`config.mk`:
```
export PLATFORM = sky130hd
export DESIGN_NAME = cfs_rx_ctrl
export DESIGN_NICKNAME = d
export VERILOG_FILES = /design/src/rtl/cfs_rx_ctrl.sv
export SDC_FILE = /design/constraint.sdc
export NUM_CORES = 1
export LEC_CHECK = 0
export CAP_MARGIN = 20
export CORE_ASPECT_RATIO = 1.75
export CORE_MARGIN = 4
export CORE_UTILIZATION = 30
export CTS_BUF_LIST = sky130_fd_sc_hd__clkbuf_16
export CTS_CLUSTER_SIZE = 25
export DETAILED_ROUTE_END_ITERATION = 8
export GPL_ROUTABILITY_DRIVEN = 0
export SYNTH_ARGS = -nofsm -noshare
export SYNTH_HDL_FRONTEND = slang
export SYNTH_SLANG_ARGS = --single-unit
```
`constraint.sdc`:
```
create_clock -name clk -period 8.05 [get_ports clk]
set_input_delay 2.0125 -clock clk [delete_from_list [all_inputs] [get_ports clk]]
set_output_delay 2.0125 -clock clk [all_outputs]
set_load 0.01 [all_outputs]
```
`src/rtl/cfs_rx_ctrl.sv`:
```
// cfs_rx_ctrl: MD responder on the aligner RX side; checks offset/size legality and
// pushes legal transfers into the RX FIFO. Define CFS_RX_CTRL_DROP_CNT_EN to build the drop counter.
module cfs_rx_ctrl #(
   parameter  int unsigned ALGN_DATA_WIDTH   = 32,
   localparam int unsigned ALGN_OFFSET_WIDTH = (ALGN_DATA_WIDTH <= 8) ? 1 : $clog2(ALGN_DATA_WIDTH / 8),
   localparam int unsigned ALGN_SIZE_WIDTH   = $clog2(ALGN_DATA_WIDTH / 8) + 1,
   localparam int unsigned FIFO_DATA_WIDTH   = ALGN_DATA_WIDTH + ALGN_OFFSET_WIDTH + ALGN_SIZE_WIDTH
) (
   input  logic                         clk,
   input  logic                         reset,
   input  logic                         md_rx_valid,
   input  logic [ALGN_DATA_WIDTH-1:0]   md_rx_data,
   input  logic [ALGN_OFFSET_WIDTH-1:0] md_rx_offset,
   input  logic [ALGN_SIZE_WIDTH-1:0]   md_rx_size,
   output logic                         md_rx_ready,
   output logic                         md_rx_err,
   output logic                         push_valid,
   output logic [FIFO_DATA_WIDTH-1:0]   push_data,
   input  logic                         push_ready,
   input  logic                         cnt_drop_clr,
   output logic [7:0]                   cnt_drop
);

   // Two spare bits so BYTES+offset and offset+size never wrap.
   localparam int unsigned CW = ALGN_SIZE_WIDTH + 2;
   localparam logic [CW-1:0] BYTES = CW'(ALGN_DATA_WIDTH / 8);

   typedef enum logic [1:0] {
      IDLE,
      ACK,
      PUSH
   } state_t;

   state_t                       state_q, state_d;
   logic                         md_rx_ready_q, md_rx_ready_d;
   logic                         md_rx_err_q, md_rx_err_d;
   logic                         push_valid_q, push_valid_d;
   logic [FIFO_DATA_WIDTH-1:0]   push_data_q, push_data_d;

   logic [CW-1:0] off_w, size_w, div_w;
   logic          legal;

   always_comb begin
      off_w  = CW'(md_rx_offset);
      size_w = CW'(md_rx_size);
      div_w  = (size_w == '0) ? CW'(1) : size_w;
      legal  = (size_w != '0) &&
               ((off_w + size_w) <= BYTES) &&
               (((BYTES + off_w) % div_w) == '0);
   end

   always_comb begin
      state_d       = state_q;
      md_rx_ready_d = 1'b0;
      md_rx_err_d   = 1'b0;
      push_valid_d  = push_valid_q;
      push_data_d   = push_data_q;
      case (state_q)
         IDLE: begin
            if (md_rx_valid) begin
               push_data_d   = {md_rx_size, md_rx_offset, md_rx_data};
               md_rx_ready_d = 1'b1;
               md_rx_err_d   = ~legal;
               state_d       = ACK;
            end
         end
         ACK: begin
            if (md_rx_err_q) begin
               state_d = IDLE;
            end else begin
               push_valid_d = 1'b1;
               state_d      = PUSH;
            end
         end
         PUSH: begin
            if (push_ready) begin
               push_valid_d = 1'b0;
               state_d      = IDLE;
            end
         end
         default: begin
            push_valid_d = 1'b0;
            state_d      = IDLE;
         end
      endcase
   end

   always_ff @(posedge clk) begin
      if (reset) begin
         state_q       <= IDLE;
         md_rx_ready_q <= 1'b0;
         md_rx_err_q   <= 1'b0;
         push_valid_q  <= 1'b0;
         push_data_q   <= '0;
      end else begin
         state_q       <= state_d;
         md_rx_ready_q <= md_rx_ready_d;
         md_rx_err_q   <= md_rx_err_d;
         push_valid_q  <= push_valid_d;
         push_data_q   <= push_data_d;
      end
   end

   assign md_rx_ready = md_rx_ready_q;
   assign md_rx_err   = md_rx_err_q;
   assign push_valid  = push_valid_q;
   assign push_data   = push_data_q;

`ifdef CFS_RX_CTRL_DROP_CNT_EN
   logic [7:0] cnt_drop_q, cnt_drop_d;
   logic       drop_inc;

   // A clear coinciding with a drop leaves that drop counted.
   always_comb begin
      drop_inc   = (state_q == ACK) && md_rx_err_q;
      cnt_drop_d = cnt_drop_q;
      if (cnt_drop_clr) begin
         cnt_drop_d = drop_inc ? 8'd1 : 8'd0;
      end else if (drop_inc && (cnt_drop_q != '1)) begin
         cnt_drop_d = cnt_drop_q + 8'd1;
      end
   end

   always_ff @(posedge clk) begin
      if (reset) begin
         cnt_drop_q <= '0;
      end else begin
         cnt_drop_q <= cnt_drop_d;
      end
   end

   assign cnt_drop = cnt_drop_q;
`else
   logic unused_cnt_drop_clr;
   assign unused_cnt_drop_clr = cnt_drop_clr;
   assign cnt_drop            = '0;
`endif

endmodule

```
* Word-level counts from Yosys, hierarchy flattened
Index checks and enable logic that the tools add are counted.
** Storage, ports and cells
- Output and inout port bits :: 48
- Register bits :: 42
- Bits of input ports :: 42
** Operators by class
- Mux-type cells :: 9
- Divide/modulo/power cells :: 1
- Add/sub/neg operators :: 2
- Equality and inequality tests :: 5
- Magnitude comparators :: 1
- Bitwise gates (word level) :: 3
- Reductions and logical operators :: 11
** Operator list (count)
- $mux W2 :: 3
- $ne A2 B2 Y1 const B :: 3
- $pmux W2 S3 :: 1
- $logic_not A5 Y1 :: 1
- $mod A5 B5 Y5 :: 1
- $add A2 B3 Y4 :: 1
- $add A3 B2 Y4 const A :: 1
- $le A4 B3 Y1 const B :: 1
- $reduce_and A2 Y1 :: 2
- $logic_not A3 Y1 :: 1
- $mux W1 :: 3
- $mux W3 :: 1
- $not A1 Y1 :: 3
- $pmux W1 S3 :: 1
- $reduce_and A3 Y1 :: 1
- $reduce_bool A3 Y1 :: 1
- $reduce_or A3 Y1 :: 1
- $eq A2 B1 Y1 const B :: 1
- $eq A2 B2 Y1 const B :: 1
- $logic_and A1 B1 Y1 :: 2
- $logic_not A2 Y1 :: 1
- $reduce_or A2 Y1 :: 1

* Logic depth before layout (Yosys ltp)
Gate-level depths: netlist (run 1).
- Depth in word-level cells :: 6
- Gate-level depth with buffers :: 17
- Gate-level depth less buffers :: 17

* Least setup slack after synthesis (run 1)
Ideal clock, no wire load.
- Kind :: input-to-reg
- Start :: in md_rx_size[1]
- End :: reg md_rx_err_q (netlist: md_rx_err)
- Data arrival time :: 4951 ps
- Path slack :: 2965 ps
- Required time :: 7916 ps
- Library setup time :: 134 ps
- Stages :: 15
- Path through :: o21bai_1 ha_1 nor4b_4 o21ai_2 ha_1 nand2b_1 a21oi_1 nor2_1 a31o_2 ha_1 a21o_1 a211o_2 o32a_1 mux2i_1 a311oi_1
** Between the ends
- Longest elaborated chain between the ends :: 6
** Ends and longest elaborated chain
- start: declaration :: RTL line 14 : input logic [ALGN_SIZE_WIDTH-1:0] md_rx_size,
- $logic_not A3 Y1 :: RTL line 46 : div_w = (size_w == '0) ? CW'(1) : size_w;
- $mux W3 :: RTL line 46
- $mod A5 B5 Y5 :: RTL line 49 : (((BYTES + off_w) % div_w) == '0);
- $logic_not A5 Y1 :: RTL line 49
- $logic_and A1 B1 Y1 * :: RTL line 48 : ((off_w + size_w) <= BYTES) &&
- $not A1 Y1 * :: RTL line 63 : md_rx_err_d = ~legal;
- end signal: assignment :: RTL line 98 : md_rx_err_q <= md_rx_err_d;
- end: declaration :: RTL line 36 : logic md_rx_err_q, md_rx_err_d;
Mark *: on every way between the ends. The rest lies on a longest branch, timed or not.
A chain may end at the register's enable or synchronous reset.

* Worst setup path after layout (run 1)
Same ends and word-level chain as after synthesis.

==> run metrics, run 1 <==
status=complete, no violations; CTS root buf=clkbuf_16; pin count of the biggest net entering global routing=43; CTS sink cnt=42; commonest non-fill, non-tap cells in the layout=clkdlybuf4s50_1 (80), nand2_1 (79), a21oi_1 (43); # hold bufs at CTS=0; vias per cell=4.55; Final Hold Viols=0; # IOs=90; unrepaired setup endpoints after global routing=false; post-CTS resize count=0; commonest non-fill, non-tap cell in the layout=clkdlybuf4s50_1; TritonCTS clock tree=yes; Site Rows=39; mean area per synthesized cell=roughly 7.8 µm²; CTS Buffer Depth=2; Slew Viols, Final=0; total iterations of the first detailed-routing run=4; CP Cell Sequence=clkdlybuf4s50_1 > o21bai_1 > ha_1 > nor4b_4 > nor2_1 > nor2_1 > ha_1 > nor2_1 > a21o_1 > a21oi_1 > a31o_2 > ha_1 > a21o_1 > a211o_2 > o32a_1 > mux2i_1 > a311oi_1; clock-pin slew on the worst setup and hold paths=0.06 ns; Post-synth EDFFs=0; DR vias=about 1900; Worst setup EP type=flop; Final period util=74.5%; Worst-Margin Slew=~0.6 ns; post-synth cell types=34; yosys warns=0; Max Clock Skew=just under 0.005 ns; die height=117 µm; Core Box Area=around 6500 µm²; drt initial violations=75; # H-tree levels=2; worst hold path class=flop to flop; Critical Path AT=approximately 6 ns; endpoints failing setup=0; Setup Fix Bufs, Post-CTS=0; cell family with most CP delay=compound AO/OA/AOI/OAI gates; total CTS buffers=5; Crit path buffers/inverters=1; Tmin final=6.00 ns; Final Util=a little under half; number of global-route vias before repair=1797; Syn Std Cell Area=roughly 2000 µm²; post-synthesis instance total=259; # fillers=between 600 and 700; Power Dens Cells=194 nW/µm²; Startpoint Class=input port; crit path max fanout=7; required time worst endpoint=between 8 and 9 ns; antenna cells=0; total power=roughly 0.00059 W; I/O Buffers=80; Area Overhead vs Synth=49.8%; total of max-cap violations=0; f_max=roughly 0.17 GHz; total gr overflow=0; largest area contributor in the netlist=dfxtp_1; starting density of the core=a little under a third; Lkg Pwr=~1.2 nW; GRT Util Overall=a little over an eighth; placed cells=between 400 and 500; Synth Flop Type=dfxtp_1; Die Wd=~70 µm; slowest CP cell=clkdlybuf4s50_1; share of cells above drive strength 1=4.48%; max incr delay on CP=approximately 0.57 ns; nets@finish=390; antenna violations before repair=0; wire per inst=12.8 µm; global-route wire length before repair=roughly 8.6 mm; Sequential Area=between 800 and 900 µm²; register area share after synthesis=about two fifths; Die ar.=roughly 8200 µm²; fin cells=~420; Rel. slew slack=60.6%; later-pin clock latency in the skew report=around 0.28 ns; Routed Wire Length=5.35 mm; setup TNS=0 ns; top cells by area, synth=dfxtp_1 (42%), nand2_1 (15%), a21oi_1 (11%); multi-input gate area in the final layout=approximately 1100 µm²; post-route ant nets=0; DP HPWL=4.06 mm; synthesis-stage register bit count=42; post-synth top area share=between 40% and 50%; Peak VDD IR=around 0.12 mV; CP Class=input port to flop; Async SR Flop Fraction=0%; # DRC=0
[path summary, 6_finish.rpt]
path                                       to           from  cells after the start  slack (ns)
worst max-delay path                md_rx_err  md_rx_size[1]                     17        2.05
worst min-delay path            push_data[19]  push_data[19]                      2        0.45
worst max register to register   push_data[9]     state_q[0]                      5        6.49
worst min register to register  push_data[19]  push_data[19]                      2        0.45
[sequential cells by signal, summed over array words and instances, names as in the netlist]
signal	cells
push_valid	1
md_rx_err	1
state_q	2
push_data	37
md_rx_ready	1
[worst min-delay path, cell delays in order (launching register included)]
cell     delay, ns
dfxtp_1       0.31
nand2_1       0.05
a21oi_1       0.05
[area by class of cell]
class	instances	area share, %
Multi-Input combinational cell	193	35.0
Sequential cell	42	27.7
Timing Repair Buffer	83	27.2
Clock buffer	5	4.13
Tap cell	82	3.38
Clock inverter	3	1.44
Inverter	9	1.11
[power by group]
part / total (W) / switching (W) / leakage, nW / internal [W]
Clock: 0.000225 / 0.0000779 / 0.0842 / 0.000147
Sequential: 0.000228 / 0.00000634 / 0.345 / 0.000222
Combinational: 0.000134 / 0.0000653 / 0.763 / 0.0000689
[metrics by stage]
stage / area (µm²) / setup slack, ns / hold WS, ns
floorplan: 2050 / 2.97 / 0.459
global placement: 2860 / 1.88 / 0.442
detailed placement: 2860 / 1.82 / 0.446
finish: 3030 / 2.05 / 0.452
global route: 3030 / 1.78 / 0.473
CTS: 3030 / 2.10 / 0.454
[synth_stat cells, types with 2 or more instances]
master     n
xor2_1     2
o21ai_0    5
a21oi_1   43
fa_1       2
dfxtp_1   42
clkbuf_1  14
xnor2_1    2
buf_4      8
nand2b_1   4
nor2_1    12
inv_1      9
nor2b_1    3
a21o_1     2
ha_1      12
o32a_1     2
nand2_1   79
[layer usage]
metal / up-vias / part of all wire, % / GRT usage (%)
met3: 8 / 4.8 / 2.33
met4: 0 / 2.1 / 5.63
met1: 853 / 40 / 14.9
li1: 984 / - / -
met5: - / 0 / 0
met2: 52 / 54 / 24.0
[cells by family after synthesis]
family	synth area share (%)
flip-flops	41.6
AO/OA/AOI/OAI	17.3
buffers and inverters	7.24
other	0.185
adder cells (fa/ha/maj)	9.40
XOR/XNOR	1.73
multiplexers	0.495
AND/OR/NAND/NOR	22.1
Note: power is estimated with default switching activity, not from simulation.
==> run 2: changes to the inputs <==
==> constraint.sdc (replaced) <==
create_clock -name clk -period 5.55 [get_ports clk]
set_input_delay 1.3875 -clock clk [delete_from_list [all_inputs] [get_ports clk]]
set_output_delay 1.3875 -clock clk [all_outputs]
set_load 0.01 [all_outputs]
==> run 2 against run 1 <==
- clock skew up 0.00062 ns
- sequential power increased by 45%
- core utilization is 0.31 points lower
- setup slack lost 1.5 ns
- count of clock-buffer cells in the layout did not move
- register-to-register slack lost 2.4 ns
- clock power grew 23%
- combinational power grew 45%
- first-iteration DRC count is 4.0% lower
- total power grew 36%
- non-clock buffer count is 1 higher
- largest power group unchanged
==> run metrics, run 2 (synthesized netlist as in run 1, its figures left out) <==
Slew Viols, Final=0 (unchanged); Final Hold Viols=0 (unchanged); wire per inst=12.7 µm (-1.2%); # DRC=0 (unchanged); slowest CP cell=clkdlybuf4s50_1; Area Overhead vs Synth=48.9%; post-route ant nets=0 (unchanged); cell family with most CP delay=compound AO/OA/AOI/OAI gates; required time worst endpoint=5.70 ns (-2.50 ns); Die Wd=70.1 µm (unchanged); drt initial violations=72 (-4.0%); CTS sink cnt=42 (unchanged); antenna cells=0 (unchanged); Startpoint Class=input port; Die ar.=8170 µm² (unchanged); setup TNS=0 ns (unchanged); Max Clock Skew=0.00550 ns (+0.000620 ns); GRT Util Overall=13.0% (-0.13 points); Routed Wire Length=5.30 mm (-0.99%); total CTS buffers=5 (unchanged); Hold Slack=0.451 ns (-0.000239 ns); total gr overflow=0 (unchanged); max reg flops=37 (unchanged); pin count of the biggest net entering global routing=43 (unchanged); # IOs=90 (unchanged); endpoints failing setup=0 (unchanged); clock-pin slew on the worst setup and hold paths=0.06 ns (about the same); share of cells above drive strength 1=4.46% (-0.013 points); Setup Fix Bufs, Post-CTS=0 (unchanged); antenna violations before repair=0 (unchanged); die height=117 µm (unchanged); nets@finish=391 (+0.26%); # fillers=664 (-0.15%); # H-tree levels=2 (unchanged); vias per cell=4.54 (-0.19%); DP HPWL=4.04 mm (-0.53%); Critical Path AT=5.11 ns (-1.03 ns); crit path max fanout=7 (unchanged); Tmin final=between 4 and 5 ns; max incr delay on CP=0.58 ns (about the same); total iterations of the first detailed-routing run=4 (unchanged); f_max=around 0.20 GHz; Peak VDD IR=0.136 mV (+13%); CP Class=input port to flop; Core Box Area=6540 µm² (unchanged); CP Cell Sequence=clkdlybuf4s50_1 > o21bai_1 > ha_1 > nor4b_4 > o21ai_2 > ha_1 > nand2b_1 > a21oi_1 > nor2_1 > a31o_2 > ha_1 > a21o_1 > a211o_2 > o32a_1 > mux2i_1 > a311oi_1; I/O Buffers=80 (unchanged); global-route wire length before repair=8.56 mm (-0.80%); status=complete, no violations; TritonCTS clock tree=yes; later-pin clock latency in the skew report=0.28 ns (about the same); Crit path buffers/inverters=1 (unchanged); number of global-route vias before repair=1855 (+3.2%); Final period util=89.5%; post-CTS resize count=0 (unchanged); total of max-cap violations=0 (unchanged); commonest non-fill, non-tap cell in the layout=clkdlybuf4s50_1; CTS root buf=clkbuf_16; starting density of the core=30.9% (unchanged); Power Dens Cells=266 nW/µm² (+37%); DR vias=1898 (+0.053%); Site Rows=39 (unchanged); Worst setup EP type=flop; # hold bufs at CTS=0 (unchanged); CTS Buffer Depth=2 (unchanged); Lkg Pwr=1.18 nW (-1.0%); Crit path top cell by count=ha_1; worst hold path class=flop to flop; unrepaired setup endpoints after global routing=false; commonest non-fill, non-tap cells in the layout=clkdlybuf4s50_1 (80), nand2_1 (79), a21oi_1 (43)
==> run 2: final timing paths <==
| check | slack, ns | cells past startpoint | start | to |
|---|---|---|---|---|
| max | 0.58 | 16 | md_rx_size[1] | md_rx_err |
| max reg2reg | 4.05 | 5 | state_q[0] | push_data[28] |
| min | 0.45 | 2 | push_data[35] | push_data[35] |
| min reg2reg | 0.45 | 2 | push_data[35] | push_data[35] |
==> run 2: power by group <==
group	internal, W	total, W	switching (W)	leakage, nW
Clock	0.000164	0.000276	0.000112	0.0672
Sequential	0.000322	0.000331	0.00000923	0.345
Combinational	0.000100	0.000194	0.0000934	0.768
Total	0.000586	0.000800	0.000215	1.18
==> run 2: through the flow <==
step	util, %	std cells	total power [W]	cell area (µm²)	setup slack (ns)
finish	46.1	418	0.000800	3010	0.582
global route	46.1	418	0.000847	3010	0.293
CTS	46.1	418	0.000817	3010	0.541
floorplan	-	266	0.000445	2050	1.09
detailed placement	43.9	410	0.000534	2870	0.251
global placement	43.9	410	0.000530	2870	0.327
==> run 2: area by class of cell <==
type / count / area [µm²] / share of cell area (%)
Inverter: 9 / 33.8 / 1.12
Sequential cell: 42 / 841 / 27.9
Timing Repair Buffer: 84 / 831 / 27.6
Clock inverter: 3 / 16.3 / 0.540
Tap cell: 82 / 103 / 3.41
Multi-Input combinational cell: 193 / 1060 / 35.3
Clock buffer: 5 / 125 / 4.15
==> run 2: worst reg2reg max path, cell delays in order (launching register included) <==
cell and delay, ns:
dfxtp_1 0.33, nor2_1 0.13, and2_1 0.37, buf_4 0.37
nand2_1 0.12, a21oi_1 0.12
==> run 2: routing by layer <==
layer	vias up	wire (µm)	track usage, %
li1	983	-	-
met1	860	2040	13.8
met2	48	2890	24.7
met3	7	248	2.33
met4	0	126	5.88
met5	-	0	0
